`src/rtl/disp_pkg.sv`:
```
//------------------------------------------------------------------------------
// Module   : disp_pkg
// Purpose  : Shared types and widths for the display scheduler.
// Revision : 1.0 - initial release
//------------------------------------------------------------------------------
`default_nettype none

package disp_pkg;

    localparam int N_REQ  = 4;
    localparam int DATA_W = 11;
    localparam int CNT_W  = 32;
    localparam int IDX_W  = $clog2(N_REQ);

    // Reset value of last_grant: the top index, so requester 0 is searched first.
    localparam logic [IDX_W-1:0] LAST_GRANT_RST = IDX_W'(N_REQ - 1);

    typedef enum logic [1:0] {
        ST_IDLE = 2'd0,
        ST_LOAD = 2'd1,
        ST_HOLD = 2'd2
    } state_t;

endpackage

`default_nettype wire

```
`src/rtl/disp_sched_rr_arbiter.sv`:
```
//------------------------------------------------------------------------------
// Module   : rr_arbiter
// Purpose  : Combinational round-robin pick, searching upward from last_grant+1.
// Revision : 1.0 - initial release
//------------------------------------------------------------------------------
`default_nettype none

module rr_arbiter
    import disp_pkg::*;
(
    input  logic [N_REQ-1:0] req,
    input  logic [IDX_W-1:0] last_grant,
    output logic [IDX_W-1:0] grant_idx,
    output logic             grant_valid
);

    int idx;

    // Walk from the farthest candidate to the nearest; the last hit written wins,
    // which is the first requester found going upward from last_grant+1.
    always_comb begin
        grant_idx   = last_grant;
        grant_valid = 1'b0;
        idx         = 0;
        for (int i = N_REQ; i >= 1; i--) begin
            idx = (int'(last_grant) + i) % N_REQ;
            if (req[IDX_W'(idx)]) begin
                grant_idx   = IDX_W'(idx);
                grant_valid = 1'b1;
            end
        end
    end

endmodule

`default_nettype wire

```
`src/rtl/disp_sched.sv`:
```
//------------------------------------------------------------------------------
// Module   : disp_sched
// Purpose  : Round-robin scheduler sharing one 7-segment display datapath.
// Revision : 1.0 - initial release
//------------------------------------------------------------------------------
`default_nettype none

module disp_sched
    import disp_pkg::*;
#(
    parameter int          N_REQ       = disp_pkg::N_REQ,
    parameter int unsigned HOLD_CYCLES = 50_000_000
) (
    input  logic                      clk,
    input  logic                      rst_n,
    input  logic [N_REQ-1:0]          req,
    input  logic [N_REQ*DATA_W-1:0]   req_data,
    output logic [N_REQ-1:0]          ack,
    output logic                      disp_sel,
    output logic [DATA_W-1:0]         disp_data,
    output logic [IDX_W-1:0]          owner,
    output logic                      busy
);

    state_t             state_q,      state_d;
    logic [DATA_W-1:0]  disp_data_q,  disp_data_d;
    logic [IDX_W-1:0]   owner_q,      owner_d;
    logic [IDX_W-1:0]   last_grant_q, last_grant_d;
    logic [CNT_W-1:0]   cnt_q,        cnt_d;
    logic               disp_sel_q,   disp_sel_d;
    logic [N_REQ-1:0]   ack_q,        ack_d;

    logic [IDX_W-1:0]   grant_idx;
    logic               grant_valid;

    rr_arbiter u_arb (
        .req         (req),
        .last_grant  (last_grant_q),
        .grant_idx   (grant_idx),
        .grant_valid (grant_valid)
    );

    always_ff @(posedge clk or negedge rst_n) begin
        if (!rst_n) begin
            state_q      <= ST_IDLE;
            disp_data_q  <= '0;
            owner_q      <= '0;
            last_grant_q <= LAST_GRANT_RST;
            cnt_q        <= '0;
            disp_sel_q   <= 1'b0;
            ack_q        <= '0;
        end else begin
            state_q      <= state_d;
            disp_data_q  <= disp_data_d;
            owner_q      <= owner_d;
            last_grant_q <= last_grant_d;
            cnt_q        <= cnt_d;
            disp_sel_q   <= disp_sel_d;
            ack_q        <= ack_d;
        end
    end

    // Strobes default low every cycle; only the LOAD state raises them.
    always_comb begin
        state_d      = state_q;
        disp_data_d  = disp_data_q;
        owner_d      = owner_q;
        last_grant_d = last_grant_q;
        cnt_d        = cnt_q;
        disp_sel_d   = 1'b0;
        ack_d        = '0;
        case (state_q)
            ST_IDLE: begin
                if (grant_valid) begin
                    disp_data_d  = req_data[grant_idx*DATA_W +: DATA_W];
                    owner_d      = grant_idx;
                    last_grant_d = grant_idx;
                    state_d      = ST_LOAD;
                end
            end
            ST_LOAD: begin
                disp_sel_d     = 1'b1;
                ack_d[owner_q] = 1'b1;
                cnt_d          = CNT_W'(HOLD_CYCLES - 1);
                state_d        = ST_HOLD;
            end
            ST_HOLD: begin
                if (cnt_q == '0) begin
                    state_d = ST_IDLE;
                end else begin
                    cnt_d = cnt_q - 1'b1;
                end
            end
            default: state_d = ST_IDLE;
        endcase
    end

    assign ack       = ack_q;
    assign disp_sel  = disp_sel_q;
    assign disp_data = disp_data_q;
    assign owner     = owner_q;
    assign busy      = (state_q != ST_IDLE);

endmodule

`default_nettype wire

```
`config.mk`:
```
export PLATFORM = sky130hd
export DESIGN_NAME = disp_sched
export DESIGN_NICKNAME = d
export VERILOG_FILES = /design/src/rtl/disp_pkg.sv /design/src/rtl/disp_sched_rr_arbiter.sv /design/src/rtl/disp_sched.sv
export SDC_FILE = /design/constraint.sdc
export NUM_CORES = 1
export LEC_CHECK = 0
export ABC_AREA = 1
export BUFFER_PORTS_ARGS = -buffer_cell sky130_fd_sc_hd__buf_2
export CAP_MARGIN = 10
export CELL_PAD_IN_SITES_DETAIL_PLACEMENT = 1
export CELL_PAD_IN_SITES_GLOBAL_PLACEMENT = 1
export CORE_ASPECT_RATIO = 1.1
export CORE_MARGIN = 2
export CORE_UTILIZATION = 39
export CTS_CLUSTER_DIAMETER = 120
export DETAILED_ROUTE_END_ITERATION = 8
export PLACE_DENSITY = 0.83
export SYNTH_ARGS = -nofsm -noshare
export SYNTH_HDL_FRONTEND = slang
export SYNTH_SLANG_ARGS = --single-unit
```
`constraint.sdc`:
```
create_clock -name clk -period 2.02 [get_ports clk]
set_clock_uncertainty 0.1 [all_clocks]
set_input_delay 0.101 -clock clk [delete_from_list [all_inputs] [get_ports clk]]
set_output_delay 0.101 -clock clk [all_outputs]
set_load 0.01 [all_outputs]
```
After elaboration in Yosys (flattened, before gate mapping)
Cells that the tools add are included.
{"block": "classes", "add_sub_neg": 5, "mul": 1, "n_lt_le_gt_ge": 6, "eq_ne": 5, "shift": 1, "mux": 29, "n_reduce_logical": 8}
{"operator": "one-hot mux 32 bit (2 select lines)", "n": 1}
{"operator": "variable part select 44 x 7 -> 11 bit", "n": 1}
{"operator": "logical NOT 32 bit", "n": 1}
{"operator": "two-way mux 32 bit", "n": 1}
{"operator": "subtractor 32 x 1 -> 32 bit, second input constant", "n": 1}
{"operator": "less-than comparator 2 x 4 -> 1 bit, second input constant", "n": 4}
{"operator": "two-way mux 1 bit", "n": 14}
{"operator": "two-way mux 2 bit", "n": 6}
{"operator": "binary-select mux 1 bit (select 2 bit)", "n": 4}
{"operator": "multiplier 2 x 4 -> 6 bit, second input constant", "n": 1}
{"operator": "inequality test 2 bit, second input constant", "n": 3}
{"operator": "one-hot mux 2 bit (3 select lines)", "n": 1}
{"operator": "AND reduction 2 bit", "n": 3}
{"operator": "adder 2 x 1 -> 2 bit, second input constant", "n": 2}
{"operator": "adder 2 bit, second input constant", "n": 2}
{"operator": "two-way mux 4 bit", "n": 1}
{"operator": "nonzero test 2 bit", "n": 2}
{"operator": "less-than comparator 2 x 3 -> 1 bit, second input constant", "n": 1}
{"operator": "demux 1 bit (select 2 bit)", "n": 1}
{"operator": "equality test 2 x 1 -> 1 bit, second input constant", "n": 1}
{"operator": "equality test 2 bit, second input constant", "n": 1}
{"operator": "greater-or-equal comparator 2 x 1 -> 1 bit, second input constant", "n": 1}
{"operator": "logical NOT 2 bit", "n": 1}
{"operator": "logical AND 1 bit", "n": 1}
{"block": "word_totals", "regBits": 54, "in_bits": 50, "output_inout_bits": 19}

Logic depth before layout (Yosys ltp)
Gate-level depths: netlist of run 1.
{"block": "depth", "depth_word": 10, "mapped_depth": 16}

Cells and area by module
Synthesis of run 1 repeated with hierarchy kept, for this count alone.
{"block": "hier_totals", "cells_unflattened": 498, "area_unflattened_um2": 3494.6}
{"module": "disp_sched", "instances": 1, "cells_each": 451, "area_each_um2": 3253.1, "seq_area_each_um2": 1353.8}
{"module": "rr_arbiter", "instances": 1, "cells_each": 47, "area_each_um2": 241.5, "seq_area_each_um2": 0.0}

Worst setup path before layout of run 1
No wires, ideal clock.
{"block": "synth_timing", "path_kind": "register to register", "from": "register last_grant_q[0]", "to": "register disp_data_q[10], in the netlist disp_data[10]", "setup_time_ns": 0.117, "t_arrival_ns": 1.583, "required_time_ns": 1.803, "slack_ns": 0.221, "path_stages_with_launch": 16, "path_buffers": 2, "synth_period_minus_slack_ns": 1.799, "path_cell_list": "dfstp_2 buf_6 inv_4 nand2_2 nand2_2 nand2_1 nand2_1 inv_2 nand3_1 nand2_1 inv_1 buf_4 nand3_1 nand2_1 nand2_1 nand2_1"}
{"block": "synth_between", "elab_chain_cells": 10, "elab_cells_between_ends": 27, "cone_classes": "4 x add/sub; 1 x mul; 1 x shift; 20 x mux; 1 x reduce/logical"}
{"item": "start: declaration", "line": "disp_sched.sv:28", "text": "logic [IDX_W-1:0] last_grant_q, last_grant_d;"}
{"item": "start signal: assignment", "line": "disp_sched.sv:56", "text": "last_grant_q <= last_grant_d;"}
{"item": "adder 2 x 1 -> 2 bit", "line": "disp_sched_rr_arbiter.sv:26", "text": "idx = (int'(last_grant) + i) % N_REQ;"}
{"item": "binary-select mux 1 bit (select 2 bit)", "line": "disp_sched_rr_arbiter.sv:27", "text": "if (req[IDX_W'(idx)]) begin"}
{"item": "two-way mux 1 bit (not written as such) (2 in series)", "line": "disp_sched_rr_arbiter.sv:27"}
{"item": "two-way mux 2 bit (4 in series)", "line": "disp_sched_rr_arbiter.sv:27"}
{"item": "multiplier 2 x 4 -> 6 bit", "line": "disp_sched.sv:75", "text": "disp_data_d = req_data[grant_idx*DATA_W +: DATA_W];"}
{"item": "variable part select 44 x 7 -> 11 bit", "line": "disp_sched.sv:75"}
{"item": "end signal: assignment", "line": "disp_sched.sv:54", "text": "disp_data_q <= disp_data_d;"}
{"item": "end: declaration", "line": "disp_sched.sv:26", "text": "logic [DATA_W-1:0] disp_data_q, disp_data_d;"}
Parallel ways exist; a longest one is shown, timed or not. The select of a mux whose other input is x is not followed.
A chain may end at the register's enable or synchronous reset.

Worst setup path after layout of run 1
{"block": "layout_timing", "from": "register last_grant_q[1]", "to": "register disp_data_q[9], in the netlist disp_data[9]"}
The elaborated chain is that of the path after synthesis.

==> results.cfg, run 1 <==
[run_status]
run_status = complete, but fails checks
violations = negative setup slack

[routing]
detail_route.wl_per_cell_um = 20.7
first_pass_iters = 5
routed_wl_um = 15500
routed-via-count = 4158
route.detailed.drc = 0
drtIter0Drc = 165
viasPerCell = 5.54
antenna_left = 0

[synth]
syn-cell-area_um2 = 3480
synth_top_area_share = 0.374
synth_edf_count = 0
syn_inst = 518
synth-seq-area-share = 0.389
syn-num-nets = 569
async_flop_share = 1.00
yosysUniqueCellTypes = 31
yosys-top-cells-count = 146 x nand2_1, 78 x nand3_1, 77 x inv_1
ys_seq_elements = 54
yosysTopAreaCell = dfrtp_1
ys_top_cells_by_area = dfrtp_1 37%, nand2_1 16%, nand3_1 11%, inv_1 8.3%, nor2_1 5.7%
yosysWarnings = 0
syn_avg_cell_area_um2 = 6.72
yosysMostFrequentCell = nand2_1
synth-main-ff-cell = dfrtp_1

[floorplanning]
io_pins = 69
num_rows = 36
start_util = 0.396
die_h_um = 103
die_area_um2 = 9700
core_area_um2 = 8780
die_w_um = 94.1

[global_routing]
antenna_found_initial = 0
gr-total-overflow = 0
grt_pass1_vias = 3998
grt_max_degree = 29
track_usage = 0.243
grt_pass1_wl_um = 18800

[worst_setup_path]
r2r-end = disp_data[9]
reg2reg_from = last_grant_q[1]
r2r_slack_ns = -0.27
arrival_ns = 2.40
crit_required_ns = 2.13
critPathMaxFanout = 6
criticalPathCategory = register to register
start_kind = register
r2r_cells = 14
critPathCaptureType = register

[finish]
drive_above_1_share = 0.396
stdcell_count = 751
n_antenna_cell = 0
final_nets = 687
syn_to_final_growth_pct = 45.9
post-route-util = 0.578

[placed_design]
dp_cells = 712
port_buffers = 68
hpwl_um = 7990
place.gp.congestion = 0.943

[worst_hold_path]
hold_path_depth = 7
min_from = req_data[0]
hold_end = disp_data[0]
hold_path_class = input port to register

[clock_network]
cts_sinks = 54
clock_path_buffers = 2
root_buffer = clkbuf_8
cts_tree = built
clkLatencyLatePin_ns = 0.32
clk_pin_slew_ns = 0.11
cts_buffers = 5
htree_levels = 2

[power]
peakVddDrop_mv = 0.228
power_leakage_nw = 2.56
powerDensity_nw_per_um2 = 442

[sta]
rsz0062_at_grt = true
slew_headroom = 0.744
setup_viol = 24
tightest_slew_ns = 0.383
fin_crit_sh = 1.13
finalHoldViolCount = 0
fmax_ghz = 0.436
min_period_ns = 2.29
setup_slack_ns = -0.272
setup_tns_ns = -2.38
finalMaxSlewViolations = 0

[flow_run]
drv_cap = 0
## logic make-up (layout without fill, tap and decap cells)
family	count (synthesis)	count (layout)	share of synthesized area
AOI/OAI and AO/OA	36	36	0.0525
xor gates and xnor gates	12	12	0.0302
adders and majority gates	1	1	0.00359
buffers and inverters	99	214	0.121
DFF	54	54	0.389
and+or+nand+nor	316	320	0.404
## registers in the layout, indices dropped and copies added, names as in the netlist
register and count:
ack 4, cnt_q 32, disp_data 11, disp_sel 1, last_grant_q 2, owner 2
state_q 2
## where the power goes
part	internal [mW]	switching, mW	total [mW]
registers	1.09	0.00944	1.10
logic	0.143	0.222	0.365
clock network	0.371	0.406	0.777
total	1.61	0.637	2.24
## routing by layer
metal  part of all wire  vias up  global-route usage
li1                   -     1865                   -
met1               0.37     2060               0.282
met2               0.55      178               0.454
met3              0.044       55              0.0329
met4              0.038        0              0.0914
met5                  0        -                   0
## repair_timing
item	in CTS	in global routing
hold buffers	1	0
buffers inserted	9	13
endpoints found under the hold margin	54	0
pin swaps	4	47
endpoints found under the setup margin	26	44
gates cloned	3	8
resized for setup	33	110
## cell usage in the layout, fill, tap and decap left out, types with 2 or more instances in the layout
master,netlist,layout
a21oi_1,4,3
buf_12,0,5
buf_2,8,68
buf_4,4,39
buf_6,3,5
clkbuf_16,0,4
clkbuf_8,0,5
clkinvlp_4,0,3
dfrtp_1,52,49
dfrtp_2,0,3
dfstp_2,2,2
inv_1,77,72
inv_2,4,5
nand2_1,146,109
nand2_2,6,29
nand2_4,2,14
nand2_8,0,6
nand3_1,78,49
nand3_2,0,28
nand3_4,1,2
nand3b_1,4,4
nand4_1,6,6
nor2_1,53,37
nor2_2,2,16
nor2_4,0,2
nor3_1,11,9
nor3_2,0,2
o21ai_0,24,22
o21ai_1,6,7
o22ai_1,2,2
or2_2,3,2
xnor2_1,2,2
xor2_1,10,10
## worst max path at each step
stage	from	to
floorplan	last_grant_q[0]	disp_data[10]
detailed placement	last_grant_q[0]	disp_data[10]
CTS	last_grant_q[0]	disp_data[10]
finish	last_grant_q[1]	disp_data[9]
global route	last_grant_q[1]	disp_data[9]
global placement	cnt_q[25]	cnt_q[1]
## per-stage QoR
step,power (mW),hold slack [ns],setup slack [ns],area (µm²)
floorplan,1.25,-0.295,0.221,3480
global placement,1.35,0.0238,0.0300,4120
detailed placement,1.36,0.0305,-0.0900,4120
CTS,2.12,0.0839,-0.000751,4490
global route,2.31,0.157,-0.336,5080
finish,2.24,0.108,-0.272,5080
## critical path: stages (launching register included)
cell and delay (ns):
dfstp_2 0.64, inv_2 0.10, nand2_1 0.12, nand2_2 0.10
nand2_2 0.09, nand2_4 0.08, inv_6 0.08, nand3_4 0.15
buf_6 0.19, nand2_8 0.09, nand2_1 0.10, nand3_2 0.08
nand2_1 0.07, nand2_1 0.10, nand2_1 0.08
## layout make-up
| cell class | instances | area, µm² |
|---|---|---|
| clock buffer | 6 | 72.6 |
| clock inverter | 2 | 37.5 |
| fill | 1101 | 3700 |
| inverter | 82 | 332 |
| multi-input combinational | 369 | 2220 |
| sequential | 54 | 1360 |
| tap | 114 | 143 |
| timing repair buffer | 123 | 915 |
| timing repair inverter | 1 | 7.51 |
No activity file was read; power rests on OpenSTA's default activity.
==> run 2, diff against run 1 <==
--- a/config.mk
+++ b/config.mk
@@ -5,17 +5,18 @@
 export SDC_FILE = /design/constraint.sdc
 export NUM_CORES = 1
 export LEC_CHECK = 0
-export ABC_AREA = 1
 export BUFFER_PORTS_ARGS = -buffer_cell sky130_fd_sc_hd__buf_2
 export CAP_MARGIN = 10
 export CELL_PAD_IN_SITES_DETAIL_PLACEMENT = 1
 export CELL_PAD_IN_SITES_GLOBAL_PLACEMENT = 1
 export CORE_ASPECT_RATIO = 1.1
 export CORE_MARGIN = 2
-export CORE_UTILIZATION = 39
+export CORE_UTILIZATION = 41
+export CTS_BUF_LIST = sky130_fd_sc_hd__clkbuf_16
 export CTS_CLUSTER_DIAMETER = 120
 export DETAILED_ROUTE_END_ITERATION = 8
 export PLACE_DENSITY = 0.83
+export REMOVE_ABC_BUFFERS = 1
 export SYNTH_ARGS = -nofsm -noshare
 export SYNTH_HDL_FRONTEND = slang
 export SYNTH_SLANG_ARGS = --single-unit
==> run 2 against run 1 <==
Against the previous run:
- the run still ends with negative setup slack left
- synthesized cell count down 35%
- cell count fell by 25%
- area after synthesis down 10%
- sequential power increased by 42%
- clock-buffer cell count down 1
- largest cell class unchanged
==> results.cfg, run 2 <==
[sta]
slew_headroom = 0.630
timing.hold.ws_ns = 0.0160
setup_viol = 33
finalHoldViolCount = 0
rsz0062_at_grt = true
fin_crit_sh = 1.17
setup_slack_ns = -0.340
min_period_ns = 2.36
fmax_ghz = 0.424
finalMaxSlewViolations = 0
setup_tns_ns = -7.69
tightest_slew_ns = 0.554

[global_routing]
grt_pass1_wl_um = 18900
antenna_found_initial = 0
grt_max_degree = 35
track_usage = 0.292
gr-total-overflow = 0
grt_pass1_vias = 3807

[worst_hold_path]
min_from = req_data[42]
hold_path_depth = 3
hold_path_class = input port to register
hold_end = disp_data[9]

[clock_network]
clk_pin_slew_ns = 0.08
htree_levels = 2
cts_tree = built
clkLatencyLatePin_ns = 0.30
cts_buffers = 5
clock_path_buffers = 2
root_buffer = clkbuf_16
cts_sinks = 54

[routing]
routed-via-count = 3529
antenna_left = 0
route.detailed.drc = 0
routed_wl_um = 13100
drtIter0Drc = 229
first_pass_iters = 4
viasPerCell = 6.27
detail_route.wl_per_cell_um = 23.3

[power]
powerDensity_nw_per_um2 = 1030
peakVddDrop_mv = 0.507
p_int_mw = 2.86
p_sw_mw = 2.06
pwr-share-seq = 0.318
clockPowerShare = 0.201
power_leakage_nw = 2.13
p_comb_frac = 0.481
swShare = 0.418

[worst_setup_path]
crit_family = simple AND/OR/NAND/NOR gates
r2r-end = cnt_q[27]
crit_slowest_cell = or4_4
max_stage_delay_ns = 0.54
crit_required_ns = 2.10
criticalPathCategory = register to register
path_common_cell = o211ai_1
startpoint = cnt_q[17]
cp_num_buf_inv = 2
arrival_ns = 2.44
r2r_slack_ns = -0.34
path_cells = or4_4 -> buf_6 -> nor4_4 -> o211ai_1 -> buf_4 -> o211ai_1 -> o31ai_1
critPathMaxFanout = 5
cp.depth = 7
critPathCaptureType = register
reg2reg_from = cnt_q[17]
r2r_cells = 7
start_kind = register

[finish]
final_cell_area_um2 = 4760
layout_commonest_cell = buf_2
n_antenna_cell = 0
final_nets = 527
final_cell_mix = 68 x buf_2, 67 x buf_4, 52 x dfrtp_1
drive_above_1_share = 0.475
largest_reg_flops = 32
post-route-util = 0.640
syn_to_final_growth_pct = 52.5
regMostFlops = cnt_q

[synth]
synth_top_area_share = 0.417
synth-main-ff-cell = dfrtp_1
yosysWarnings = 0
yosysUniqueCellTypes = 49
syn-cell-area_um2 = 3120
synth-seq-area-share = 0.434
yosys-top-cells-count = 52 x dfrtp_1, 35 x nand2_1, 17 x clkbuf_1, 17 x mux2i_1, 17 x o211ai_1
synth_edf_count = 0
ys_seq_elements = 54
syn_inst = 335
yosysMostFrequentCell = dfrtp_1
async_flop_share = 1.00
ys_top_cells_by_area = dfrtp_1 42%, mux2i_1 5.5%, nand2_1 4.2%, o211ai_1 4.1%, o31ai_1 3.6%
yosysTopAreaCell = dfrtp_1
syn_avg_cell_area_um2 = 9.32

[placed_design]
place.gp.congestion = 0.858
post-place-ws_ns = -0.414
hpwl_um = 7430
dpl-instance-area_um2 = 3980
port_buffers = 68

[flow_run]
drv_cap = 0

[floorplanning]
num_rows = 33
die_h_um = 95.5
die_w_um = 87.2
start_util = 0.420
die_area_um2 = 8330
core_area_um2 = 7430
io_pins = 69

[run_status]
run_status = complete, but fails checks
violations = negative setup slack
run 2: cell type report:
type	count	area, µm²
Timing Repair Buffer	155	1080
Inverter	10	37.5
Clock inverter	2	33.8
Tap cell	87	109
Sequential cell	54	1350
Multi-Input combinational cell	250	2020
Fill cell	831	2670
Clock buffer	5	125
run 2: worst max path at each step:
| stage | slack [ns] | endpoint |
|---|---|---|
| floorplan | -0.79 | disp_data[0] |
| detailed placement | -0.41 | cnt_q[21] |
| global placement | -0.33 | cnt_q[12] |
| global route | -0.46 | cnt_q[29] |
| CTS | -0.34 | cnt_q[31] |
| finish | -0.34 | cnt_q[27] |
run 2: power groups by stage:
| stage | logic [mW] | registers [mW] | clock network [mW] |
|---|---|---|---|
| after detailed placement | 2.05 | 1.54 | 0 |
| after global routing | 2.57 | 1.59 | 1.04 |
| final | 2.37 | 1.56 | 0.989 |
| after CTS | 2.23 | 1.53 | 0.979 |
| after global placement | 1.96 | 1.53 | 0 |
| after floorplan | 0.999 | 1.62 | 0 |
run 2: timing repair:
item                                    CTS  global route
hold buffers                              1             0
pin swaps                                34            20
resized for setup                        57            42
setup buffers                            15            12
endpoints found under the setup margin   36            41
endpoints found under the hold margin    20             0
run 2: tightest hold or removal path, cell delays in order:
cell and delay [ns]:
buf_2 0.07, mux2i_1 0.05, o211ai_1 0.14
run 2: per-stage QoR:
step	std cells	power, mW
global route	563	5.20
finish	563	4.92
detailed placement	533	3.59
CTS	555	4.74
floorplan	314	2.62
global placement	533	3.49
run 2: per-layer routing:
metal | wire (µm) | global-route usage | share of wire | vias up
met5 | 0 | 0 | 0 | -
met4 | 577 | 0.0910 | 0.044 | 0
met3 | 743 | 0.0511 | 0.057 | 41
met2 | 6950 | 0.552 | 0.53 | 155
met1 | 4820 | 0.330 | 0.37 | 1762
li1 | - | - | - | 1571
run 2: cell families after synthesis:
family	share of synthesized area
compound gates	0.229
xor+xnor	0.00281
fa+ha+maj	0.00401
buf+inv	0.0405
flops	0.434
mux	0.0545
simple gates	0.236
==> run 3, diff against run 2 <==
--- a/config.mk
+++ b/config.mk
@@ -20,3 +20,4 @@
 export SYNTH_ARGS = -nofsm -noshare
 export SYNTH_HDL_FRONTEND = slang
 export SYNTH_SLANG_ARGS = --single-unit
+export TNS_END_PERCENT = 5
==> run 3 against run 2 <==
Against the previous run:
- the run still ends with negative setup slack left
- non-clock buffer count down 16
- clock power fell by 2.4%
- wire length shrank 19%
- highest routed layer unchanged
==> results.cfg, run 3 (same netlist as run 2, synthesis figures left out) <==
[sta]
setup_slack_ns = -0.325
setup_tns_ns = -4.94
tightest_slew_ns = 0.515
rsz0062_at_grt = true
slew_headroom = 0.655
fin_crit_sh = 1.16
fmax_ghz = 0.426
timing.hold.ws_ns = 0.0172
finalMaxSlewViolations = 0
finalHoldViolCount = 0
setup_viol = 33
min_period_ns = 2.35

[global_routing]
use_met2 = 0.491
grt-busiest-layer = met2
grt_pass1_vias = 3629
use_met1 = 0.293
antenna_found_initial = 0
grt_pass1_wl_um = 17100
use_met3 = 0.0442
grt_max_degree = 35
gr-total-overflow = 0
track_usage = 0.260

[clock_network]
htree_levels = 2
cts_sinks = 54
cts_tree = built
clkLatencyLatePin_ns = 0.29
cts_buffers = 5
root_buffer = clkbuf_16
clk_pin_slew_ns = 0.07
clock_path_buffers = 2

[worst_setup_path]
crit_required_ns = 2.14
cp_num_buf_inv = 1
crit_family = simple AND/OR/NAND/NOR gates
r2r_slack_ns = -0.33
critPathCaptureType = register
critPathMaxFanout = 5
r2r-end = cnt_q[29]
reg2reg_from = cnt_q[15]
arrival_ns = 2.46
cp.depth = 6
start_kind = register
crit_slowest_cell = or4_4
max_stage_delay_ns = 0.55
endpoint = cnt_q[29]
path_cells = or4_4 -> buf_6 -> nor4_4 -> o211ai_1 -> or3_1 -> a21oi_1
startpoint = cnt_q[15]
r2r_cells = 6
criticalPathCategory = register to register

[finish]
final_cell_mix = 68 x buf_2, 66 x buf_4, 52 x dfrtp_1
n_antenna_cell = 0
drive_above_1_share = 0.385
layout_commonest_cell = buf_2
largest_reg_flops = 32
final_cell_area_um2 = 4320
fillers = 871
syn_to_final_growth_pct = 38.5
area.sequential_um2 = 1350
regMostFlops = cnt_q
multiInputGateArea_um2 = 1770
final_nets = 511

[routing]
routed-via-count = 3257
first_pass_iters = 4
viasPerCell = 5.95
drtIter0Drc = 119
route.detailed.drc = 0
routed_wl_um = 10600
antenna_left = 0
detail_route.wl_per_cell_um = 19.4

[floorplanning]
start_util = 0.420
die_area_um2 = 8330
num_rows = 33
die_w_um = 87.2
core_area_um2 = 7430
io_pins = 69
die_h_um = 95.5

[placed_design]
place.gp.congestion = 0.858
post-place-ws_ns = -0.414
port_buffers = 68
hpwl_um = 7430
dpl-instance-area_um2 = 3980

[run_status]
run_status = complete, but fails checks
violations = negative setup slack

[worst_hold_path]
hold_path_class = input port to register

[flow_run]
drv_cap = 0

[power]
power_leakage_nw = 1.90
powerDensity_nw_per_um2 = 1070
peakVddDrop_mv = 0.503
power.total_mw = 4.65
-- run 3: changes by cell type in the layout (fill, tap and decap cells not counted), moves of 3 or more --
cell | previous run | this run
nand2_1 | 31 | 34
o21ai_0 | 7 | 10
o41ai_1 | 0 | 5
nand2_2 | 4 | 1
nor3_1 | 7 | 10
buf_6 | 18 | 3
nand3_1 | 9 | 14
nand3_2 | 4 | 0
o41ai_2 | 4 | 0
-- run 3: worst register-to-register path: cells and delay by family, from the launching register on --
family / cells / cell delay [ns]
AO/OA/AOI/OAI: 2 / 0.38
AND/OR/NAND/NOR: 3 / 1.25
buffers and inverters: 1 / 0.15
flip-flops: 1 / 0.38
-- run 3: metrics by stage --
stage,instances,util
after global routing,547,0.582
after CTS,546,0.573
after floorplan,314,-
final,547,0.582
after detailed placement,533,0.536
after global placement,533,0.536
-- run 3: final cells by class --
type,count,area share
multi-input cells,250,0.408
well taps,87,0.0252
clock inverters,2,0.00781
clock buffers,5,0.0289
inverters,10,0.00868
repair buffers,139,0.208
flip-flops and latches,54,0.313
-- run 3: power breakdown --
group	switching [mW]	leakage (nW)	internal, mW
Combinational	1.27	1.19	0.883
Sequential	0.196	0.633	1.33
Clock	0.390	0.0773	0.575
Total	1.86	1.90	2.79
-- run 3: repair_timing --
item,in CTS,in global routing
buffers inserted,5,1
resized for setup,19,14
hold endpoints to repair,20,0
hold buffers,1,0
endpoints found under the setup margin,36,41
pin swaps,15,12
-- run 3: metal layers --
| metal | routed length (µm) | part of all wire | vias up |
|---|---|---|---|
| met5 | 0 | 0 | - |
| met2 | 5760 | 0.54 | 88 |
| li1 | - | - | 1526 |
| met3 | 475 | 0.045 | 15 |
| met1 | 4250 | 0.40 | 1628 |
| met4 | 136 | 0.013 | 0 |
-- run 3: worst min path at each step --
| stage | start | end | slack (ns) | cells past startpoint |
|---|---|---|---|---|
| floorplan | rst_n | ack[0] | -0.29 | 0 |
| global route | req_data[42] | disp_data[9] | 0.03 | 3 |
| detailed placement | rst_n | cnt_q[7] | -0.003 | 1 |
| global placement | rst_n | cnt_q[8] | 0.0007 | 1 |
| finish | req_data[42] | disp_data[9] | 0.02 | 3 |
| CTS | req_data[35] | disp_data[2] | 0.02 | 3 |
